**src/rtl/seg7_count_decoder.sv**
```systemverilog
// Decodes two active-low seven-segment digits back to a 0..15 count, filters
// glitches with a stability window and flags any committed step other than +/-1.
module seg7_count_decoder #(
    parameter int STABLE = 2,
    parameter int ERR_W  = 8
) (
    input  logic             CLK,
    input  logic             RST,
    input  logic             SAMPLE,
    input  logic [0:6]       SEG0,
    input  logic [0:6]       SEG1,
    output logic [3:0]       NUM,
    output logic             VALID,
    output logic             NEW,
    output logic             DIR,
    output logic             STEP_OK,
    output logic             ERR,
    output logic [ERR_W-1:0] ERR_CNT,
    output logic             DBG_STATE
);

    typedef enum logic {EMPTY = 1'b0, TRACK = 1'b1} state_t;

    localparam logic [3:0] STABLE_C = 4'(STABLE);

    // Returns {legal, digit}; digit is meaningless when legal is 0.
    function automatic logic [4:0] decode_digit(input logic [0:6] seg);
        case (seg)
            7'b0000001: decode_digit = {1'b1, 4'd0};
            7'b1001111: decode_digit = {1'b1, 4'd1};
            7'b0010010: decode_digit = {1'b1, 4'd2};
            7'b0000110: decode_digit = {1'b1, 4'd3};
            7'b1001100: decode_digit = {1'b1, 4'd4};
            7'b0100100: decode_digit = {1'b1, 4'd5};
            7'b0100000: decode_digit = {1'b1, 4'd6};
            7'b0001111: decode_digit = {1'b1, 4'd7};
            7'b0000000: decode_digit = {1'b1, 4'd8};
            7'b0000100: decode_digit = {1'b1, 4'd9};
            default:    decode_digit = {1'b0, 4'd0};
        endcase
    endfunction

    state_t           state_q;
    logic [3:0]       num_q;
    logic             valid_q;
    logic             new_q;
    logic             dir_q;
    logic             step_ok_q;
    logic             err_q;
    logic [ERR_W-1:0] err_cnt_q;
    logic [3:0]       cand_q;
    logic             cand_valid_q;
    logic [3:0]       stab_cnt_q;

    logic [4:0]       units_d;
    logic [4:0]       tens_d;
    logic             legal_d;
    logic [3:0]       value_d;
    logic [3:0]       stab_cnt_d;
    logic             commit_d;
    logic [3:0]       diff_d;
    logic [ERR_W-1:0] err_cnt_inc_d;

    always_comb begin
        units_d       = decode_digit(SEG0);
        tens_d        = decode_digit(SEG1);
        value_d       = tens_d[0] ? (units_d[3:0] + 4'd10) : units_d[3:0];
        // Tens digit may only be 0 or 1, and 1x is only legal up to 15.
        legal_d       = units_d[4] && tens_d[4] && (tens_d[3:1] == 3'd0) &&
                        (!tens_d[0] || (units_d[3:0] <= 4'd5));
        if (cand_valid_q && (value_d == cand_q)) begin
            stab_cnt_d = (stab_cnt_q >= STABLE_C) ? STABLE_C : stab_cnt_q + 4'd1;
        end else begin
            stab_cnt_d = 4'd1;
        end
        commit_d      = legal_d && (stab_cnt_d == STABLE_C) &&
                        (!valid_q || (value_d != num_q));
        diff_d        = value_d - num_q;
        err_cnt_inc_d = (&err_cnt_q) ? err_cnt_q : err_cnt_q + 1'b1;
    end

    always_ff @(posedge CLK) begin
        if (RST) begin
            state_q      <= EMPTY;
            num_q        <= 4'd0;
            valid_q      <= 1'b0;
            new_q        <= 1'b0;
            dir_q        <= 1'b0;
            step_ok_q    <= 1'b0;
            err_q        <= 1'b0;
            err_cnt_q    <= '0;
            cand_q       <= 4'd0;
            cand_valid_q <= 1'b0;
            stab_cnt_q   <= 4'd0;
        end else begin
            new_q     <= 1'b0;
            step_ok_q <= 1'b0;
            err_q     <= 1'b0;
            if (SAMPLE) begin
                if (!legal_d) begin
                    err_q        <= 1'b1;
                    err_cnt_q    <= err_cnt_inc_d;
                    cand_valid_q <= 1'b0;
                    stab_cnt_q   <= 4'd0;
                end else begin
                    cand_q       <= value_d;
                    cand_valid_q <= 1'b1;
                    stab_cnt_q   <= stab_cnt_d;
                    if (commit_d) begin
                        num_q   <= value_d;
                        valid_q <= 1'b1;
                        new_q   <= 1'b1;
                        state_q <= TRACK;
                        // The first commit after reset has no predecessor to check.
                        if (state_q == TRACK) begin
                            if (diff_d == 4'd1) begin
                                dir_q     <= 1'b1;
                                step_ok_q <= 1'b1;
                            end else if (diff_d == 4'd15) begin
                                dir_q     <= 1'b0;
                                step_ok_q <= 1'b1;
                            end else begin
                                err_q     <= 1'b1;
                                err_cnt_q <= err_cnt_inc_d;
                            end
                        end
                    end
                end
            end
        end
    end

    assign NUM       = num_q;
    assign VALID     = valid_q;
    assign NEW       = new_q;
    assign DIR       = dir_q;
    assign STEP_OK   = step_ok_q;
    assign ERR       = err_q;
    assign ERR_CNT   = err_cnt_q;
    assign DBG_STATE = state_q;

endmodule

```
**config.mk**
```make
export PLATFORM = sky130hd
export DESIGN_NAME = seg7_count_decoder
export DESIGN_NICKNAME = d
export VERILOG_FILES = /design/src/rtl/seg7_count_decoder.sv
export SDC_FILE = /design/constraint.sdc
export NUM_CORES = 1
export LEC_CHECK = 0
export BUFFER_PORTS_ARGS = -buffer_cell sky130_fd_sc_hd__clkbuf_2
export CAP_MARGIN = 20
export CORE_ASPECT_RATIO = 1.2
export CORE_MARGIN = 4
export CORE_UTILIZATION = 35
export CTS_CLUSTER_SIZE = 14
export DETAILED_ROUTE_END_ITERATION = 7
export PLACE_DENSITY = 0.51
export SETUP_SLACK_MARGIN = 0.05
export SLEW_MARGIN = 20
export SYNTH_ARGS = -nofsm -noshare
export SYNTH_HDL_FRONTEND = slang
export SYNTH_SLANG_ARGS = --single-unit
```
**constraint.sdc**
```tcl
create_clock -name CLK -period 5 [get_ports CLK]
set_input_delay 0.5 -clock CLK [delete_from_list [all_inputs] [get_ports CLK]]
set_output_delay 0.5 -clock CLK [all_outputs]
set_load 0.03 [all_outputs]
```
# After elaboration in Yosys (flattened, before gate mapping)
# Cells that the tools add are included.
dict set report word_totals {
  regBits 26
  input_bits 17
}
dict set report op_classes {
  bitwise 4
  n_reduce_logical 22
  add_sub_neg 4
  muxes 23
  n_lt_le_gt_ge 2
  n_eq_ne 27
}
# op n
set ops {}
lappend ops {{$pmux W5 S10} 2}
lappend ops {{$mux W8} 6}
lappend ops {{$eq A7 B3 Y1 const B} 4}
lappend ops {{$eq A7 B6 Y1 const B} 4}
lappend ops {{$eq A7 B7 Y1 const B} 4}
lappend ops {{$mux W4} 4}
lappend ops {{$eq A7 B1 Y1 const B} 2}
lappend ops {{$eq A7 B4 Y1 const B} 2}
lappend ops {{$eq A7 B5 Y1 const B} 2}
lappend ops {{$logic_not A7 Y1} 2}
lappend ops {{$mux W1} 11}
lappend ops {{$reduce_and A5 Y1} 2}
lappend ops {{$add A8 B1 Y8 const B} 1}
lappend ops {{$reduce_and A8 Y1} 1}
lappend ops {{$logic_and A1 B1 Y1} 6}
lappend ops {{$ne A2 B2 Y1 const B} 3}
lappend ops {{$reduce_or A5 Y1} 1}
lappend ops {{$add A4 B1 Y4 const B} 1}
lappend ops {{$add A4 B4 Y4 const B} 1}
lappend ops {{$eq A4 B1 Y1 const B} 1}
lappend ops {{$eq A4 B2 Y1 const B} 1}
lappend ops {{$eq A4 B4 Y1} 1}
lappend ops {{$eq A4 B4 Y1 const B} 1}
lappend ops {{$ge A4 B2 Y1 const B} 1}
lappend ops {{other kinds (13)} 18}

# Logic depth before layout (Yosys ltp)
# Gate-level depths: netlist of the first run.
dict set report depth {
  ltp_word 12
  mapped_depth 17
}

# Least setup slack after synthesis of the first run
# Ideal clock, no wire load.
dict set report synth_timing {
  kind {input to register}
  startpoint {input port SEG0[3] in the netlist's numbering}
  endpoint {register err_cnt_q[7] (netlist: ERR_CNT[7])}
  required_ps 4879
  path_slack_ps 911
  path_buffers 1
  path_stages 16
  setup_ps 121
  arrival_ps 3968
  path_cell_list {clkbuf_1 nor4bb_1 nand2_1 a21oi_1 ha_1 a211oi_1 a31oi_1 ha_1 xor2_1 nor4_1 o21ai_0 mux2i_1 a211oi_1 a31oi_4 nor4_1 mux2_2}
}
dict set report synth_between {
  elab_chain_len 12
  elab_cells_between_ends 35
}
# item line
set synth_rtl {}
lappend synth_rtl {{from (decl)} 10} ;# input logic [0:6] SEG0,
lappend synth_rtl {{$eq A7 B3 Y1, or another cell as far along} 28} ;# case (seg)
lappend synth_rtl {{$pmux W5 S10 *} 28}
lappend synth_rtl {{$add A4 B4 Y4} 67} ;# value_d = tens_d[0] ? (units_d[3:0] + 4'd10) : units_d[3:0];
lappend synth_rtl {{$mux W4 *} 67}
lappend synth_rtl {{named net value_d[2]} 58} ;# logic [3:0] value_d;
lappend synth_rtl {{$eq A4 B4 Y1} 71} ;# if (cand_valid_q && (value_d == cand_q)) begin
lappend synth_rtl {{$logic_and A1 B1 Y1} 71}
lappend synth_rtl {{$mux W4} 71}
lappend synth_rtl {{$eq A4 B2 Y1} 76} ;# commit_d = legal_d && (stab_cnt_d == STABLE_C) &&
lappend synth_rtl {{$logic_and A1 B1 Y1 (2 in a row)} 76}
lappend synth_rtl {{$ne A2 B1 Y1 (no line)} --}
lappend synth_rtl {{$reduce_and A5 Y1 (no line) *} --}
lappend synth_rtl {{to (signal assigned)} 102} ;# err_cnt_q <= err_cnt_inc_d;
lappend synth_rtl {{to (signal assigned)} 124} ;# err_cnt_q <= err_cnt_inc_d;
lappend synth_rtl {{to (decl)} 50} ;# logic [ERR_W-1:0] err_cnt_q;
# Mark *: on every way through the listed nets, which the timed path passes. The rest lies on a longest branch.
# A chain may end at the register's enable or synchronous reset.

# Worst setup path in the final report of the first run
dict set report layout_timing {
  startpoint {input port SEG0[4] in the netlist's numbering}
  endpoint {register err_cnt_q[7] (netlist: ERR_CNT[7])}
}
# The elaborated chain is that of the path after synthesis.

==> flow_summary.json, run 1 <==
{
  "ir_drop_uv": 117,
  "p_per_area_nw_per_um2": 192,
  "max_freq_mhz": 231,
  "worst_setup_path_end_kind": "register",
  "synthTopCellsByArea": "dfxtp_1 (28%), a21oi_1 (5.2%), ha_1 (4.8%)",
  "critPathLaunchType": "primary input",
  "initialDrtViolationCount": 33,
  "ys.flop_type": "dfxtp_1",
  "synth_top_area_share_pct": 28.4,
  "vias": 1750,
  "fill_cells": 546,
  "post_synth_instance_area_um2": 1830,
  "synth_edf_count": 0,
  "syn-num-nets": 249,
  "pwr-share-comb_pct": 13.7,
  "grt_use_total_pct": 14.8,
  "hpwl_mm": 3.49,
  "syn_inst": 224,
  "area_growth_pct": 14.4,
  "tightest_slew_ps": 570,
  "dp_slack_ps": 409,
  "clkSinkCount": 26,
  "antenna_found_initial": 0,
  "overflow": 0,
  "min-delay-start": "cand_valid_q$_SDFFE_PP0P_",
  "yosysTopAreaCell": "dfxtp_1",
  "die_area_um2": 6460,
  "hold_viol": 0,
  "fin_skew_ps": 2.61,
  "ctsLongestPathBuffers": 2,
  "synth_cell_type_count": 56,
  "rsz0062_at_grt": "false",
  "synth_area_per_cell_um2": 8.17,
  "cpPeakStageDelay_ps": 520,
  "clkPwrFrac_pct": 33.8,
  "period_minus_slack_ps": 4330,
  "reg2reg_slack_ps": 1920,
  "cts_resized": 0,
  "clk_pin_slew_ps": 90,
  "ios": 35,
  "status": "complete, no violations",
  "ys_seq_area_share_pct": 28.4,
  "final_nets": 279,
  "synth_seq_cells": 26,
  "worstSetupStartpoint": "SEG0[4]",
  "drive_gt1_share_pct": 19.8,
  "synth_warnings": 0,
  "grt_pass1_vias": 1706,
  "cap_violations": 0,
  "path_cells": "clkbuf_2, nor4bb_1, nand2_1, a21oi_1, ha_1, a211oi_1, a31oi_1, ha_1, xor2_1, nor4b_1, o21ai_0, mux2i_1, a211oi_1, a31oi_4, nor4_1, mux2_2",
  "period_share_pct": 86.6,
  "gp_congestion": 0.852,
  "drt-wirelength-per-cell_um": 14.4,
  "initial_core_util_pct": 36.5,
  "worstPathRequired_ps": 5160,
  "vias_per_cell": 5.59,
  "grt_pass1_wl_mm": 7.66,
  "synth_most_common_cell": "dfxtp_1",
  "drcViolationCount": 0,
  "regArea_um2": 520,
  "die_x_um": 74.0,
  "p_int_uw": 299,
  "ctsHoldBuffers": 0,
  "cp_slowest_cell": "a211oi_1",
  "grt_max_degree": 28,
  "drt_wl_total_mm": 4.49,
  "cts_root_buf": "clkbuf_8",
  "multi_input_area_um2": 1210,
  "ant_nets": 0,
  "io_buffer_count": 34,
  "cp_num_buf_inv": 1,
  "ys_async_sr_fraction_pct": 0,
  "power.switching_uw": 103,
  "path_class": "in -> reg",
  "seqPwrFrac_pct": 52.4,
  "leakage_uw": 0.000865,
  "first_pass_iters": 4,
  "final_max_slew_viol_count": 0,
  "rr_startpoint": "NUM[1]$_SDFFE_PP0P_",
  "critPathArrivalTime_ps": 4490,
  "cp_top_family": "compound AO/OA/AOI/OAI gates",
  "yosys-top-cells-count": "dfxtp_1 (26), a21oi_1 (19), nand2_1 (18), nor2_1 (16), inv_1 (13)",
  "rows": 28,
  "h-tree-depth": 1,
  "num_antenna_cells": 0,
  "fin_tns_setup_ps": 0,
  "crit_fanout": 16,
  "fp.coreArea_um2": 5010,
  "final_util_pct": 41.8,
  "clock_latency_ps": 270,
  "postCtsSetupRepairBufs": 0,
  "setup_viol": 0,
  "slew_headroom_pct": 61.6,
  "p_sw_share_pct": 25.7,
  "cts_buffers": 3,
  "tritoncts": "built",
  "setup_slack_ps": 672,
  "min_path_type": "reg -> reg",
  "die-height_um": 87.2
}
## final timing paths
path,end,depth (start not counted)
worst max-delay path,ERR_CNT[7]$_SDFFE_PP0P_,16
worst min-delay path,cand_valid_q$_SDFFE_PP0P_,2
worst max register to register,ERR_CNT[7]$_SDFFE_PP0P_,10
worst min register to register,cand_valid_q$_SDFFE_PP0P_,2
## cell usage in the layout, fill, tap and decap left out, drive strengths merged, types with 4 or more instances in the layout
cell | Yosys | final
nor3 | 9 | 9
clkbuf | 9 | 38
o21ai | 10 | 10
nor4 | 4 | 4
nor3b | 4 | 4
inv | 13 | 13
ha | 7 | 7
xor2 | 5 | 5
o31ai | 7 | 7
a211oi | 4 | 4
nand3 | 12 | 12
nand2 | 18 | 18
nor2 | 16 | 16
or4 | 7 | 7
mux2i | 8 | 8
dfxtp | 26 | 26
a21oi | 19 | 19
## state kept, by name, summed over array words and instances (netlist names)
name	count
ERR_CNT	8
NEW	1
cand_valid_q	1
ERR	1
cand_q	4
DIR	1
stab_cnt_q	4
NUM	4
VALID	1
STEP_OK	1
## layer usage
layer	share of wire, %	track usage (%)
met2	50	27.3
met5	0	0
met1	45	17.8
met3	4.0	1.73
met4	0.65	4.12
## final cells by class
cell class	instances	area share, %
sequential	26	24.9
timing repair buffer	36	8.85
tap	60	3.59
inverter	13	2.33
clock buffer	4	2.63
multi-input combinational	174	57.7
## kinds of logic after synthesis
group	after synthesis	share of synthesized area [%]
DFF	26	28.4
buffers and inverters	24	5.54
xor gates and xnor gates	8	4.65
adders and majority gates	8	5.88
and+or+nand+nor	91	27.5
muxes	10	5.61
AOI/OAI and AO/OA	57	22.4
## tightest hold or removal path, delay by kind of cell, from the launching register on
kind | cells | cell delay, ps
compound gates | 1 | 50
simple gates | 1 | 60
flops | 1 | 320
## metrics by stage
| stage | hold slack [ps] | cells | total power (uW) | instance area (um^2) |
|---|---|---|---|---|
| detailed placement | 457 | 309 | 271 | 2040 |
| global placement | 456 | 309 | 271 | 2040 |
| floorplan | 445 | 224 | 252 | 1830 |
| finish | 469 | 313 | 402 | 2090 |
| global route | 506 | 313 | 426 | 2090 |
| CTS | 472 | 313 | 411 | 2090 |
## power groups by stage
stage | logic [uW] | registers (uW) | clock network, uW
floorplan | 33.9 | 218 | 0
global placement | 55.6 | 216 | 0
detailed placement | 55.3 | 216 | 0
CTS | 55.7 | 211 | 145
global route | 62.2 | 211 | 153
finish | 55.2 | 211 | 136
Power figures use the tool's default switching activity.
==> run 2: changes to the inputs <==
ABC_AREA = 1   (was default)
PLACE_DENSITY = 0.5   (was 0.51)
==> run 2 against run 1 <==
Effect of this change: register-to-register slack better by 870 ps; synthesized area is 11% higher; worst setup slack better by 1200 ps; global-route usage is 1.2 points lower; count of clock-buffer cells in the layout is 1 lower; routed wire length is 3.4% higher.
==> flow_summary.json, run 2 <==
{
  "path_depth": 23,
  "drt_wl_total_mm": 4.65,
  "rsz0062_at_grt": "false",
  "hpwl_mm": 3.79,
  "ir_drop_uv": 147,
  "hold_path_depth": 2,
  "clkSinkCount": 26,
  "grt_pass1_vias": 1866,
  "tightest_slew_ps": 462,
  "initial_core_util_pct": 36.0,
  "clock_latency_ps": 280,
  "synth_cell_type_count": 35,
  "fin_tns_setup_ps": 0,
  "h-tree-depth": 1,
  "die_x_um": 77.4,
  "critPathArrivalTime_ps": 3260,
  "largest_reg_flops": 8,
  "hold_viol": 0,
  "reg2reg_depth": 13,
  "tritoncts": "built",
  "die-height_um": 91.3,
  "cp_slowest_cell": "ha_1",
  "drt-wirelength-per-cell_um": 11.5,
  "period_share_pct": 62.0,
  "clk_pin_slew_ps": 100,
  "syn_inst": 306,
  "final_max_slew_viol_count": 0,
  "slew_headroom_pct": 69.2,
  "cp_num_buf_inv": 4,
  "crit_fanout": 11,
  "grt_pass1_wl_mm": 7.98,
  "synth_seq_cells": 26,
  "dp_slack_ps": 1600,
  "ys_async_sr_fraction_pct": 0,
  "vias": 1956,
  "mostFrequentLayoutCells": "nand2_1 (71), inv_1 (38), clkbuf_2 (34), dfxtp_1 (26), nor2_1 (26)",
  "fp.coreArea_um2": 5630,
  "yosys-top-cells-count": "nand2_1 (71), inv_1 (38), dfxtp_1 (26), nor2_1 (26), nand3_1 (25)",
  "drive_gt1_share_pct": 25.9,
  "hold_ws_ps": 451,
  "synth_top_area_share_pct": 25.7,
  "worst_setup_path_end_kind": "register",
  "cp_top_family": "simple AND/OR/NAND/NOR gates",
  "cpPeakStageDelay_ps": 320,
  "overflow": 0,
  "yosysTopAreaCell": "dfxtp_1",
  "ys_seq_area_share_pct": 25.7,
  "cts_root_buf": "clkbuf_8",
  "grt_use_total_pct": 13.6,
  "antenna_found_initial": 0,
  "p_total_uw": 451,
  "gp_congestion": 0.800,
  "post_synth_instance_area_um2": 2020,
  "critPathLaunchType": "primary input",
  "setup_viol": 0,
  "fin_skew_ps": 6.38,
  "synthTopCellsByArea": "dfxtp_1 (26%), nand2_1 (13%), inv_1 (7.0%)",
  "synth_warnings": 0,
  "grt_max_degree": 22,
  "ios": 35,
  "status": "complete, no violations",
  "rows": 30,
  "min_path_type": "reg -> reg",
  "postCtsSetupRepairBufs": 0,
  "area_growth_pct": 14.2,
  "final_nets": 366,
  "cap_violations": 0,
  "cts_buffers": 3,
  "ant_nets": 0,
  "die_area_um2": 7070,
  "ys.flop_type": "dfxtp_1",
  "layout_commonest_cell": "nand2_1",
  "ctsHoldBuffers": 0,
  "num_antenna_cells": 0,
  "io_buffer_count": 34,
  "ctsLongestPathBuffers": 2,
  "synth_edf_count": 0,
  "drcViolationCount": 0,
  "synth_most_common_cell": "nand2_1",
  "first_pass_iters": 4,
  "leakage_uw": 0.00108,
  "initialDrtViolationCount": 80,
  "path_class": "in -> reg",
  "vias_per_cell": 4.84,
  "p_per_area_nw_per_um2": 195,
  "syn-num-nets": 331,
  "cts_resized": 0,
  "setup_slack_ps": 1900,
  "period_minus_slack_ps": 3100,
  "worstPathRequired_ps": 5160,
  "path_cells": "clkbuf_2, nor2_4, nand2_2, nor2_4, a21oi_2, nand2_2, ha_1, inv_1, nand2_1, nand2_1, inv_1, ha_1, a31oi_1, nand2_1, nand3b_1, nand3_1, nand2_1, inv_1, nand2_2, nand2_2, nand2_2, nand2_1, a21oi_1",
  "synth_area_per_cell_um2": 6.62,
  "max_freq_mhz": 322
}
## run 2: cell count changes in the layout (fill, tap and decap cells not counted), moves of 7 or more
cell     change
nor2_1      +10
nand2_1     +53
nor2_4       +7
inv_1       +25
mux2i_1      -8
nand3_1     +14
o31ai_1      -7
nor2_2       +8
or4_1        -7
nand2_2     +17
## run 2: path summary, 6_finish.rpt
path / start / end / slack, ps
worst max register to register: NUM[0]$_SDFFE_PP0P_ / ERR_CNT[5]$_SDFFE_PP0P_ / 2790
worst min-delay path: stab_cnt_q[3]$_SDFFE_PP0P_ / stab_cnt_q[3]$_SDFFE_PP0P_ / 450
worst min register to register: stab_cnt_q[3]$_SDFFE_PP0P_ / stab_cnt_q[3]$_SDFFE_PP0P_ / 450
worst max-delay path: SEG0[5] / ERR_CNT[3]$_SDFFE_PP0P_ / 1900
## run 2: logic make-up (layout without fill, tap and decap cells)
kind of cell	Yosys count	in the layout	share of synthesized area, %
XOR/XNOR	7	7	3.03
adder cells (fa/ha/maj)	8	8	5.32
AND/OR/NAND/NOR	181	181	46.0
buffers and inverters	49	83	10.1
flip-flops	26	26	25.7
AO/OA/AOI/OAI	35	35	9.77
## run 2: stage by stage
step                instance area (um^2)  util (%)  std cells
global placement                    2240      39.8        400
floorplan                           2020         -        306
CTS                                 2310      41.1        404
global route                        2310      41.1        404
finish                              2310      41.1        404
detailed placement                  2240      39.8        400
## run 2: metal layers
layer	GRT usage, %	part of all wire, %
met5	0	0
met2	25.7	50
met4	5.34	1.7
met1	15.4	44
met3	1.29	3.8
## run 2: cell type report
cell class / instances / area [um^2]
clock buffer: 3 / 41.3
clock inverter: 1 / 30.0
fill: 607 / 3320
inverter: 45 / 171
multi-input combinational: 231 / 1300
sequential: 26 / 520
tap: 64 / 80.1
timing repair buffer: 34 / 170
## run 2: report_power, final
part           internal, uW  switching, uW  leakage, uW
logic                  20.0           41.2     0.000834
clock network           107           72.3    0.0000357
registers               209           1.80     0.000210
## run 2: worst min-delay path, cell delays in order, from the launching register on
cell     delay (ps)
dfxtp_1         330
nand2_1          60
nor2_1           30
==> run 3: changes to the inputs <==
PLACE_DENSITY = 0.52   (was 0.5)
clock period = 2.8 ns   (was 5 ns; I/O delays follow)
==> run 3 against run 2 <==
Effect of this change: count of clock-buffer cells in the layout unchanged; worst hold slack lost 93 ps; critical path depth down 2; via count up 6.3%; critical endpoint is now ERR_CNT[5]$_SDFFE_PP0P_; sequential power up 78%.
==> flow_summary.json, run 3 (same netlist as run 2, synthesis figures left out) <==
{
  "status": "complete, no violations",
  "vias": 2079,
  "hold_viol": 0,
  "io_buffer_count": 34,
  "p_total_uw": 832,
  "drt_wl_total_mm": 4.87,
  "use_met1_pct": 16.1,
  "path_class": "in -> reg",
  "period_share_pct": 93.3,
  "overflow": 0,
  "antenna_found_initial": 0,
  "setup_viol": 0,
  "tritoncts": "built",
  "gp_congestion": 0.780,
  "tightest_slew_ps": 504,
  "ant_nets": 0,
  "dpl.cell_count": 428,
  "clk_pin_slew_ps": 100,
  "hpwl_mm": 3.85,
  "num_antenna_cells": 0,
  "reg2reg_slack_ps": 620,
  "fin_skew_ps": 7.54,
  "drive_gt1_share_pct": 38.6,
  "grt-busiest-layer": "met2",
  "drcViolationCount": 0,
  "grt_max_degree": 22,
  "grt_use_met3_pct": 1.09,
  "first_pass_iters": 4,
  "period_minus_slack_ps": 2610,
  "critPathArrivalTime_ps": 2820,
  "area_growth_pct": 32.6,
  "fp.coreArea_um2": 5630,
  "rows": 30,
  "die_x_um": 77.4,
  "cts_root_buf": "clkbuf_8",
  "mostFrequentLayoutCells": "nand2_1 (63), inv_1 (36), buf_4 (34), clkbuf_2 (31), dfxtp_1 (26)",
  "ctsHoldBuffers": 0,
  "initial_core_util_pct": 36.0,
  "ios": 35,
  "p_per_area_nw_per_um2": 310,
  "critPathLaunchType": "primary input",
  "worstPathRequired_ps": 3010,
  "final_max_slew_viol_count": 0,
  "die_area_um2": 7070,
  "grt_pass1_vias": 1887,
  "die-height_um": 91.3,
  "max_freq_mhz": 383,
  "initialDrtViolationCount": 62,
  "finalNonFillerCells": 437,
  "crit_fanout": 7,
  "ctsLongestPathBuffers": 2,
  "grt_util_met2_pct": 25.4,
  "ir_drop_uv": 199,
  "slew_headroom_pct": 66.4,
  "drt-wirelength-per-cell_um": 11.1,
  "clock_latency_ps": 270,
  "clkSinkCount": 26,
  "fin_tns_setup_ps": 0,
  "final_nets": 399,
  "h-tree-depth": 1,
  "cap_violations": 0,
  "vias_per_cell": 4.76,
  "cts_buffers": 3,
  "grt_pass1_wl_mm": 8.13,
  "grt_use_total_pct": 13.6,
  "min_path_type": "in -> reg",
  "largest_reg_flops": 8,
  "worst_setup_path_end_kind": "register",
  "layout_commonest_cell": "nand2_1",
  "leakage_uw": 0.00124
}
==> run 3: worst max-delay path, stage by stage <==
cell and delay, ps:
buf_4 130, nor2_4 130, nand2_2 90, nor2_4 160, nor2_4 60, nand2_4 60
buf_4 130, nand3_2 100, nand2_4 90, inv_1 50, fa_2 530, inv_1 50
nor3_2 160, nand3_1 130, nand2_1 100, inv_1 50, nand2_2 110, nand2_4 90
nand2_4 110, nand2_1 80, a21oi_2 120
==> run 3: final timing paths <==
check,start,to,cells past startpoint
min,SAMPLE,DIR$_SDFFE_PP0P_,3
max reg2reg,NUM[0]$_SDFFE_PP0P_,ERR_CNT[5]$_SDFFE_PP0P_,12
min reg2reg,stab_cnt_q[3]$_SDFFE_PP0P_,stab_cnt_q[3]$_SDFFE_PP0P_,2
max,SEG0[5],ERR_CNT[5]$_SDFFE_PP0P_,21
==> run 3: final cells by class <==
type | instances | area [um^2]
Inverter | 45 | 171
Clock inverter | 1 | 30.0
Tap cell | 64 | 80.1
Timing Repair Buffer | 66 | 422
Clock buffer | 3 | 41.3
Multi-Input combinational cell | 232 | 1420
Fill cell | 599 | 2950
Sequential cell | 26 | 520
==> run 3: metrics by stage <==
stage               setup WS [ps]  hold slack, ps  area (um^2)  util [%]
floorplan                    97.4             419         2020         -
global placement             -232             436         2450      43.5
detailed placement           -302             444         2450      43.5
CTS                          86.3             348         2530      45.0
global route                -6.52             362         2690      47.7
finish                        187             358         2690      47.7
==> run 3: timing repair <==
item | 4_1_cts | 5_1_grt
buffers inserted | 0 | 4
resized for setup | 2 | 35
setup endpoints to repair | 7 | 15
gates cloned | 0 | 1
pin swaps | 0 | 18
==> run 3: metal layers <==
| metal | part of all wire [%] | vias to the layer above |
|---|---|---|
| li1 | - | 1115 |
| met1 | 42 | 913 |
| met2 | 53 | 47 |
| met3 | 4.1 | 4 |
| met4 | 1.0 | 0 |
| met5 | 0 | - |
==> run 3: power breakdown <==
group / switching (uW) / internal [uW]
clock network: 122 / 191
registers: 3.18 / 373
logic: 83.9 / 58.5
total: 209 / 623
